--- src/rtl/operand_loader.sv ---
// Debounced pushbutton that steps a three-state loader: it latches operand A,
// then operand B and an opcode, then holds exactly one unit enable high.
module operand_loader #(
    parameter int DEB_CYCLES = 4
) (
    input  logic       clk,
    input  logic       rst_n,
    input  logic       btn,
    input  logic [3:0] sw,
    input  logic [1:0] op_sel,
    output logic [3:0] a,
    output logic [3:0] b,
    output logic       en_and,
    output logic       en_or,
    output logic       en_add,
    output logic       en_xor,
    output logic [1:0] state,
    output logic       valid
);

    localparam int CW = $clog2(DEB_CYCLES);
    localparam logic [CW-1:0] CNT_LAST = CW'(DEB_CYCLES - 1);

    localparam logic [1:0] S_A    = 2'b00;
    localparam logic [1:0] S_B    = 2'b01;
    localparam logic [1:0] S_EXEC = 2'b10;

    // Bit order of the enable vector: {xor, add, or, and}.
    function automatic logic [3:0] decode_op(input logic [1:0] op);
        logic [3:0] en;
        case (op)
            2'b00:   en = 4'b0001;
            2'b01:   en = 4'b0010;
            2'b10:   en = 4'b0100;
            2'b11:   en = 4'b1000;
            default: en = 4'b0000;
        endcase
        return en;
    endfunction

    logic [1:0]    sync_q;
    logic [CW-1:0] cnt_q,   cnt_d;
    logic          clean_q, clean_d;
    logic          clean_prev_q;
    logic          press_q;
    logic [1:0]    state_q, state_d;
    logic [3:0]    a_q,     a_d;
    logic [3:0]    b_q,     b_d;
    logic [1:0]    opcode_q, opcode_d;
    logic [3:0]    en_q,    en_d;
    logic          valid_q, valid_d;

    // Debounce counter: the clean level flips only after DEB_CYCLES straight disagreements.
    always_comb begin
        cnt_d   = cnt_q;
        clean_d = clean_q;
        if (sync_q[1] != clean_q) begin
            if (cnt_q == CNT_LAST) begin
                clean_d = sync_q[1];
                cnt_d   = {CW{1'b0}};
            end else begin
                cnt_d   = cnt_q + CW'(1);
            end
        end else begin
            cnt_d = {CW{1'b0}};
        end
    end

    // Loader FSM: each press advances exactly one state; enables follow the latched opcode.
    always_comb begin
        state_d  = state_q;
        a_d      = a_q;
        b_d      = b_q;
        opcode_d = opcode_q;
        en_d     = en_q;
        valid_d  = 1'b0;
        case (state_q)
            S_A: begin
                en_d = 4'b0000;
                if (press_q) begin
                    a_d     = sw;
                    state_d = S_B;
                end else begin
                    state_d = S_A;
                end
            end
            S_B: begin
                if (press_q) begin
                    b_d      = sw;
                    opcode_d = op_sel;
                    en_d     = decode_op(op_sel);
                    valid_d  = 1'b1;
                    state_d  = S_EXEC;
                end else begin
                    en_d    = 4'b0000;
                    state_d = S_B;
                end
            end
            S_EXEC: begin
                if (press_q) begin
                    en_d    = 4'b0000;
                    state_d = S_A;
                end else begin
                    en_d    = decode_op(opcode_q);
                    state_d = S_EXEC;
                end
            end
            default: begin
                en_d    = 4'b0000;
                state_d = S_A;
            end
        endcase
    end

    // State registers; reset clears everything without waiting for a clock.
    always_ff @(posedge clk or negedge rst_n) begin
        if (!rst_n) begin
            sync_q       <= 2'b00;
            cnt_q        <= {CW{1'b0}};
            clean_q      <= 1'b0;
            clean_prev_q <= 1'b0;
            press_q      <= 1'b0;
            state_q      <= S_A;
            a_q          <= 4'b0000;
            b_q          <= 4'b0000;
            opcode_q     <= 2'b00;
            en_q         <= 4'b0000;
            valid_q      <= 1'b0;
        end else begin
            sync_q       <= {sync_q[0], btn};
            cnt_q        <= cnt_d;
            clean_q      <= clean_d;
            clean_prev_q <= clean_q;
            press_q      <= clean_q & ~clean_prev_q;
            state_q      <= state_d;
            a_q          <= a_d;
            b_q          <= b_d;
            opcode_q     <= opcode_d;
            en_q         <= en_d;
            valid_q      <= valid_d;
        end
    end

    assign a      = a_q;
    assign b      = b_q;
    assign en_and = en_q[0];
    assign en_or  = en_q[1];
    assign en_add = en_q[2];
    assign en_xor = en_q[3];
    assign state  = state_q;
    assign valid  = valid_q;

endmodule

--- config.mk ---
export PLATFORM = sky130hd
export DESIGN_NAME = operand_loader
export DESIGN_NICKNAME = d
export VERILOG_FILES = /design/src/rtl/operand_loader.sv
export SDC_FILE = /design/constraint.sdc
export NUM_CORES = 1
export LEC_CHECK = 0
export BUFFER_PORTS_ARGS = -buffer_cell sky130_fd_sc_hd__clkbuf_2
export CORE_MARGIN = 5
export CORE_UTILIZATION = 40
export CTS_BUF_LIST = sky130_fd_sc_hd__clkbuf_4
export CTS_CLUSTER_DIAMETER = 150
export DETAILED_ROUTE_END_ITERATION = 12
export GPL_ROUTABILITY_DRIVEN = 1
export GPL_TIMING_DRIVEN = 0
export PLACE_DENSITY = 0.71
export SETUP_SLACK_MARGIN = 0.2
export SYNTH_ARGS = -nofsm -noshare
export SYNTH_HDL_FRONTEND = slang
export SYNTH_SLANG_ARGS = --single-unit
export TNS_END_PERCENT = 30
--- constraint.sdc ---
create_clock -name clk -period 1.28 [get_ports clk]
set_clock_uncertainty 0.05 [all_clocks]
set_input_delay 0.256 -clock clk [delete_from_list [all_inputs] [get_ports clk]]
set_output_delay 0.256 -clock clk [all_outputs]
set_load 0.005 [all_outputs]
==> results of run 1 <==
-- sequential cells by signal, summed over array words and instances, names as in the netlist --
| signal | cells |
|---|---|
| valid | 1 |
| cnt_q | 2 |
| b | 4 |
| opcode_q | 2 |
| press_q | 1 |
| clean_q | 1 |
| en_q | 4 |
| clean_prev_q | 1 |
| sync_q | 2 |
| a | 4 |
| state | 2 |
-- routing by layer --
layer	wire, um	track usage	vias up	part of all wire
li1	-	-	298	-
met1	807	0.1592	317	0.44
met2	915	0.1682	13	0.50
met3	76	0.02766	2	0.042
met4	21	0.03715	0	0.012
met5	0	0	-	0
-- what timing repair did --
action                                  4_1_cts  5_1_grt
pin swaps                                     3        4
hold buffers                                  2        0
endpoints found under the setup margin       31       32
endpoints found under the hold margin        25        0
gates resized for setup                       4       12
setup buffers                                 2        0
-- stage by stage --
| stage | area (um2) | total power, W | utilization | hold WS, ns |
|---|---|---|---|---|
| floorplan | 1056 | 0.002014 | - | -0.08959 |
| global route | 1323 | 0.003006 | 0.5387 | 0.1142 |
| CTS | 1292 | 0.002770 | 0.5265 | 0.1224 |
| global placement | 1209 | 0.002319 | 0.4924 | 0.2247 |
| detailed placement | 1209 | 0.002361 | 0.4924 | 0.2425 |
| finish | 1323 | 0.002826 | 0.5387 | 0.1280 |
-- area by class of cell --
cell class / instances / area [um2]
timing repair buffer: 27 / 153.9
clock buffer: 4 / 30.03
sequential: 24 / 601.8
buffer: 1 / 11.26
inverter: 5 / 21.27
multi-input combinational: 37 / 466.7
tap: 30 / 37.54
fill: 205 / 1132
-- how the worst max path moves through the flow --
stage	slack, ns	from	end
5_1_grt	-0.09	state[1]	en_q[2]
4_1_cts	-0.02	state[1]	opcode_q[1]
3_3_place_gp	0.02	state[1]	b[1]
6_report	-0.02	state[1]	opcode_q[1]
2_1_floorplan	0.06	state[1]	b[0]
3_5_place_dp	0.002	state[1]	b[1]
-- logic make-up (layout without fill, tap and decap cells) --
logic type,count (synthesis),in the layout,synth area share
XOR/XNOR,1,1,0.008580
flip-flops,24,24,0.5882
AND/OR/NAND/NOR,13,13,0.1103
multiplexers,11,11,0.1532
adder cells (fa/ha/maj),6,6,0.07353
AO/OA/AOI/OAI,6,6,0.03677
buffers and inverters,6,37,0.02941
-- layout by cell type (no fill, tap or decap) --
cell type,n
sky130_fd_sc_hd__ha_4,3
sky130_fd_sc_hd__nor2b_1,2
sky130_fd_sc_hd__nand4b_1,2
sky130_fd_sc_hd__mux2_2,1
sky130_fd_sc_hd__nor3_1,1
sky130_fd_sc_hd__o22ai_2,1
sky130_fd_sc_hd__a21oi_1,2
sky130_fd_sc_hd__a21boi_1,1
sky130_fd_sc_hd__nor4bb_4,1
sky130_fd_sc_hd__dfrtp_1,23
sky130_fd_sc_hd__o21a_1,1
sky130_fd_sc_hd__mux2_4,9
sky130_fd_sc_hd__buf_2,7
sky130_fd_sc_hd__nand4bb_1,1
sky130_fd_sc_hd__o22ai_1,1
sky130_fd_sc_hd__nor4b_2,1
sky130_fd_sc_hd__clkbuf_4,4
sky130_fd_sc_hd__mux2i_1,1
sky130_fd_sc_hd__buf_6,2
sky130_fd_sc_hd__buf_4,1
sky130_fd_sc_hd__clkbuf_2,16
sky130_fd_sc_hd__nand2b_1,2
sky130_fd_sc_hd__nand2_8,2
sky130_fd_sc_hd__inv_2,1
sky130_fd_sc_hd__inv_4,1
sky130_fd_sc_hd__dlygate4sd3_1,2
sky130_fd_sc_hd__nand4_1,1
sky130_fd_sc_hd__ha_1,3
sky130_fd_sc_hd__xnor2_1,1
sky130_fd_sc_hd__dfrtp_2,1
sky130_fd_sc_hd__inv_1,3
-- report_power, final --
group,switching [W],total (W),leakage (nW),internal (W)
clock,0.000221,0.000363,0.0184,0.000143
sequential,0.000208,0.00125,0.297,0.00104
combinational,0.000490,0.00121,0.340,0.000725
-- worst max-delay path: cells and delay by family (launching register included) --
family,cells,cell delay [ns]
flip-flops,1,0.44
multiplexers,1,0.30
buffers and inverters,1,0.13
adder cells (fa/ha/maj),1,0.19
AND/OR/NAND/NOR,1,0.09
==> summary by stage, run 1 <==
Synth
The prevailing post-synth register cell is sky130_fd_sc_hd__dfrtp_1. The total of flip-flops plus latches after synthesis is 24. The gate count of the mapped netlist is 67. The cell area that synthesis handed to floorplanning was 1021 um2. The portion of synthesized cell area occupied by the leading cell type is 0.5882. By area the synthesized netlist is led by sky130_fd_sc_hd__dfrtp_1 59%, sky130_fd_sc_hd__mux2_4 13%, sky130_fd_sc_hd__ha_1 7.4%, sky130_fd_sc_hd__nand2_4 2.2%, sky130_fd_sc_hd__inv_1 1.8%. The synthesized net count is 82. Yosys mapped a number of flops with a built-in enable equal to 0. The commonest cells after synthesis are 24 x sky130_fd_sc_hd__dfrtp_1, 9 x sky130_fd_sc_hd__mux2_4, 6 x sky130_fd_sc_hd__ha_1. The cell type with the highest aggregate area in the netlist is sky130_fd_sc_hd__dfrtp_1. The average footprint of a synthesized cell is 15.24 um2. The yosys synthesis warning count is 0.

The most frequently used cell type in the post-synthesis netlist is sky130_fd_sc_hd__dfrtp_1. Counting distinct cell types in the post-synthesis netlist gives 21. The share of the Yosys chip area taken by registers is 0.5882. Of all flip-flops after synthesis, the portion carrying an async set or reset was 1.000.

Worst hold path
The type of the most critical hold path is primary input to flop. The worst hold path terminates at a[1]. The worst hold path startpoint is sw[1].

The instance count along the most critical hold path is 2.

Setup path
At the worst endpoint, the required time is 1.43 ns. The arrival time of data at the critical path endpoint is 1.46 ns. STA classifies the critical path endpoint as a flop. For the worst flop-to-flop path, the logic depth is 4.

STA classifies the critical path startpoint as a flop. The startpoint-to-endpoint class of the critical path is flop to flop. In this run the worst path has a maximum fanout of 8. The startpoint of the worst register-to-register path is state[1]. The slowest library cell on the worst path is sky130_fd_sc_hd__dfrtp_1.

The signal on the critical path passes through inv_2, ha_4, nand2_8, mux2_4. The end of the worst register-to-register path is opcode_q[1]. The longest individual stage delay on the worst path is 0.44 ns. The reg-to-reg setup timing slack is -0.02 ns.

Detailed routing
In the routed layout, each cell is associated on average with a via count of 4.922. The aggregate routed wire length is 1.821 mm. The first-pass iteration count of the detailed router is 4. The first routing iteration left 5 violations. The count of vias placed by the detailed router is 630.

The number of remaining DRC errors is 0. Dividing the detail-routed wire length by the instance count gives 14.23 um. The count of nets left with antenna violations once routing finished came out at 0.

Floorplanning
The initial core utilization is 0.4159. Measured along the y axis, the die boundary spans 60.52 um. The die covers 3663 um2. In this run the horizontal extent of the chip is 60.52 um. In this run the count of I/O pins placed on the die edge is 24. The total core area is 2455 um2. The total number of placement rows is 18.

Timing
The final critical delay including setup and external delays is 1.303 ns. The relative max-transition margin is 0.6576. The number of pins exceeding their max-slew limit in the final report is 0.

For the final routed database, the setup TNS stands at -0.09421 ns. Setup violations remaining at the end of the flow were counted as 6. The upper clock frequency limit is 767.3 MHz. The transition at the pin with the smallest max-transition slack is 0.5136 ns. Setup repair after global routing could not meet its margin everywhere. The final hold violation count is 0. Once routing completed, OpenROAD measured the worst setup slack at -0.02326 ns.

In the finished design, the share of the clock period the worst path needs comes to 1.018.

CTS
The cell at the root of the clock tree is sky130_fd_sc_hd__clkbuf_4. The later pin in the worst-skew pair is clocked with a latency of 0.31 ns. The CTS tree is done.

The clock passes through at most 2 buffers. The clock-pin slew reported for the worst setup and hold paths after clock tree synthesis is 0.13 ns. The number of levels the H-tree was split into is 1. For this design, the sink count on the clock tree is 24.

Counting the buffers created by CTS gives 3.

Placed design
The pre-CTS worst setup slack is 0.002354 ns. The total half-perimeter wirelength after legalization and detailed placement is 1.265 mm. After detailed placement, the design holds a cell count of 120. Buffers placed on the I/O ports in this run total 23. The final weighted congestion of routability-driven global placement is 0.7444.

Global route
After global routing the overflow that remains totals 0. The global-route total usage across every layer is 0.1118. The initial antenna violation count is 0. The via count of the first global-routing pass was 633.

The largest net degree at the start of global routing is 25. The first global-routing pass estimated 2.994 mm of wire.

Job
Max-cap violations in this run came to 0.

Power and ir drop
The power density over the cells is 2137 nW/um2. VDD sags by at most 0.001030 V. The cell leakage power is 0.6553 nW.

Run status
The run finished, with violations left. The checks that failed: setup timing.

Finish
Compared with the post-synthesis result, the final layout area differs by 29.53%. The net total in the final layout is 114. After the flow finishes, the layout carries non-filler instances totaling 128. The fraction of final layout cells sized beyond drive strength 1 is 0.5204.

The repair_antennas step left the layout with diodes totalling 0.
(Power assumes the default switching activity.)
==> inputs of run 2 (changes only) <==
--- a/config.mk
+++ b/config.mk
@@ -14,7 +14,7 @@
 export GPL_ROUTABILITY_DRIVEN = 1
 export GPL_TIMING_DRIVEN = 0
 export PLACE_DENSITY = 0.71
-export SETUP_SLACK_MARGIN = 0.2
+export SETUP_SLACK_MARGIN = 0.4
 export SYNTH_ARGS = -nofsm -noshare
 export SYNTH_HDL_FRONTEND = slang
 export SYNTH_SLANG_ARGS = --single-unit
==> run 2 against run 1 <==
Sequential power about the same. The flow finishes with violations (hold timing, setup timing). Non-clock buffer count down 1. Highest routed layer unchanged. Largest cell class unchanged. Flip-flop and latch count unchanged. Sequential share of layout area down 0.89 points. Maximum frequency up 0.32%.
==> summary by stage, run 2 (synthesis results as in run 1) <==
Floorplanning
The floorplan step set the die height to 60.52 um. The total core area is 2455 um2. After floorplanning, the core was divided into 18 placement rows. During I/O placement, the number of pins put on the boundary was 24. The initial core utilization is 0.4159.

The horizontal die dimension is 60.52 um. The die covers 3663 um2.

Timing
Setup repair after global routing could not meet its margin everywhere. The slack of the critical path is -0.01913 ns. Setup violations remaining at the end of the flow were counted as 6. The transition at the pin with the smallest max-transition slack is 0.6009 ns. The tightest hold margin is -0.1256 ns. The final critical delay including setup and external delays is 1.299 ns.

Of the available clock period, the critical path in the final layout requires 1.015. The number of pins exceeding their max-slew limit in the final report came to 0. Timing would allow up to 769.7 MHz. The relative max-transition margin is 0.5994.

The final hold violation count came to 24.

Global route
The via count of the first global-routing pass came to 612. In the global route stage, overall resource usage came out at 0.1118. The initial antenna violation count was 0. The overall overflow remaining after global route is 0. The wire length of the first global-routing pass is 3.015 mm.

Entering global routing, the biggest net connects 25 pins.

Power and ir drop
Of the total power, the clock network draws 0.124. Of the total power, the share spent switching nets is 0.3267. For this design the static power due to leakage is 0.6631 nW. The power density over the cells is 2168 nW/um2. The largest voltage drop on the vdd net is 0.001027 V. The share of total power dissipated in sequential elements is 0.434. The share of power burned in combinational logic is 0.442. Cell internal power was estimated by the tool at 0.001969 W. The total chip power is 0.002925 W. The total net switching power is 0.0009554 W.

Finish
The area growth from synthesis to layout is 32.11%. The top cell types in the final layout, fill and taps aside, are 23 x sky130_fd_sc_hd__dfrtp_1, 17 x sky130_fd_sc_hd__clkbuf_2, 10 x sky130_fd_sc_hd__mux2_4. The final design area excluding fillers is 1349 um2.

The library cell used most frequently in the layout, excluding fill and tap cells, is sky130_fd_sc_hd__dfrtp_1. The end-of-flow core utilization is 0.5494. The number of diodes is 0.

Counting the fill cells in the layout gives 200. At the end of the flow, the number of nets in the layout was 113. The fraction of final layout cells sized beyond drive strength 1 is 0.5670.

Placed design
The count of input and output buffers is 23. The total half-perimeter wirelength after legalization and detailed placement is 1.265 mm. After detailed placement, the total cell area comes to 1209 um2. The congestion estimate from routability-driven global placement came to 0.7444.

Detailed routing
The number of routed nets with antenna violations is 0. The number of vias per cell is 4.937. The count of vias placed by the detailed router is 627.

The DRC marker count from the first detailed-route iteration is 4. The first-pass iteration count of the detailed router is 5. After detailed routing, the average wire length per cell comes to 14.37 um. In the routed design, unresolved DRC markers number 0. The aggregate routed wire length is 1.825 mm.

CTS
The clock network latency to the later pin of the worst-skew pair is 0.31 ns. CTS built an H-tree with a depth of 1. The cell at the root of the clock tree is sky130_fd_sc_hd__clkbuf_4. In this run the deepest clock path goes through 2 buffers.

TritonCTS built the clock tree. The number of clock sinks seen by CTS is 24. The clock-pin slew reported for the worst setup and hold paths after clock tree synthesis is 0.13 ns. The number of hold buffers added after CTS was 1.

The total CTS buffers is 3.

Worst hold path
The type of the most critical hold path is primary input to asynchronous set/reset pin.

Setup path
The sort of element at the start of the critical path is a flop. The kind of end point of the critical path is a flop. The data required time of the critical path is 1.44 ns. The startpoint-to-endpoint class of the critical path is flop to flop. The arrival time of data at the critical path endpoint is 1.46 ns. The highest net fanout along the worst path is 8.

Job
Max-cap violations in this run came to 0.

Run status
The final reports fail on hold timing, setup timing. The flow ran to the end, but the final reports show violations.
run 2: worst max-delay path, cell delays in order, from the launching register on:
cell and delay [ns]:
sky130_fd_sc_hd__dfrtp_1 0.44, sky130_fd_sc_hd__inv_2 0.13, sky130_fd_sc_hd__ha_4 0.18, sky130_fd_sc_hd__nand2_8 0.09
sky130_fd_sc_hd__mux2_4 0.30
run 2: through the flow:
stage	TNS (ns)	worst slack (ns)	std cells
after floorplan	0	0.05867	67
after detailed placement	0	0.002354	120
after global placement	0	0.02080	120
after CTS	-0.08277	-0.01976	127
final	-0.08364	-0.01913	127
after global routing	-0.5938	-0.09171	127
run 2: power by group through the flow:
stage / sequential [W] / combinational [W] / clock [W]
after global routing: 0.00131 / 0.00139 / 0.000407
after detailed placement: 0.00126 / 0.00110 / 0
after global placement: 0.00124 / 0.00108 / 0
after CTS: 0.00127 / 0.00119 / 0.000374
after floorplan: 0.00124 / 0.000775 / 0
final: 0.00127 / 0.00129 / 0.000363
run 2: worst paths after layout:
check	from	to	slack (ns)	depth (start not counted)
max in group asynchronous	rst_n	state[0]	0.89	1
max	state[1]	opcode_q[1]	-0.02	4
min	rst_n	state[0]	-0.13	1
max reg2reg	state[1]	opcode_q[1]	-0.02	4
min in group clk	sw[1]	a[1]	0.13	2
min reg2reg	sync_q[0]	sync_q[1]	0.32	0
run 2: per-layer routing:
layer,share of wire,up-vias,track usage
met5,0,-,0
met4,0.017,0,0.03715
met3,0.042,4,0.02766
met2,0.48,13,0.1620
met1,0.47,314,0.1646
li1,-,296,-
run 2: repair_timing:
| item | CTS | global route |
|---|---|---|
| gates cloned | 0 | 0 |
| hold endpoints to repair | 25 | 24 |
| pin swaps | 6 | 5 |
| setup buffers | 2 | 0 |
| endpoints found under the setup margin | 35 | 35 |
| gates resized for setup | 9 | 12 |
run 2: cell type report:
| type | count | area [um2] | share of cell area |
|---|---|---|---|
| sequential | 24 | 601.8 | 0.4462 |
| multi-input combinational | 37 | 503.0 | 0.3729 |
| timing repair buffer | 26 | 143.9 | 0.1067 |
| tap | 30 | 37.54 | 0.02783 |
| clock buffer | 4 | 30.03 | 0.02226 |
| inverter | 5 | 21.27 | 0.01577 |
| buffer | 1 | 11.26 | 0.008349 |
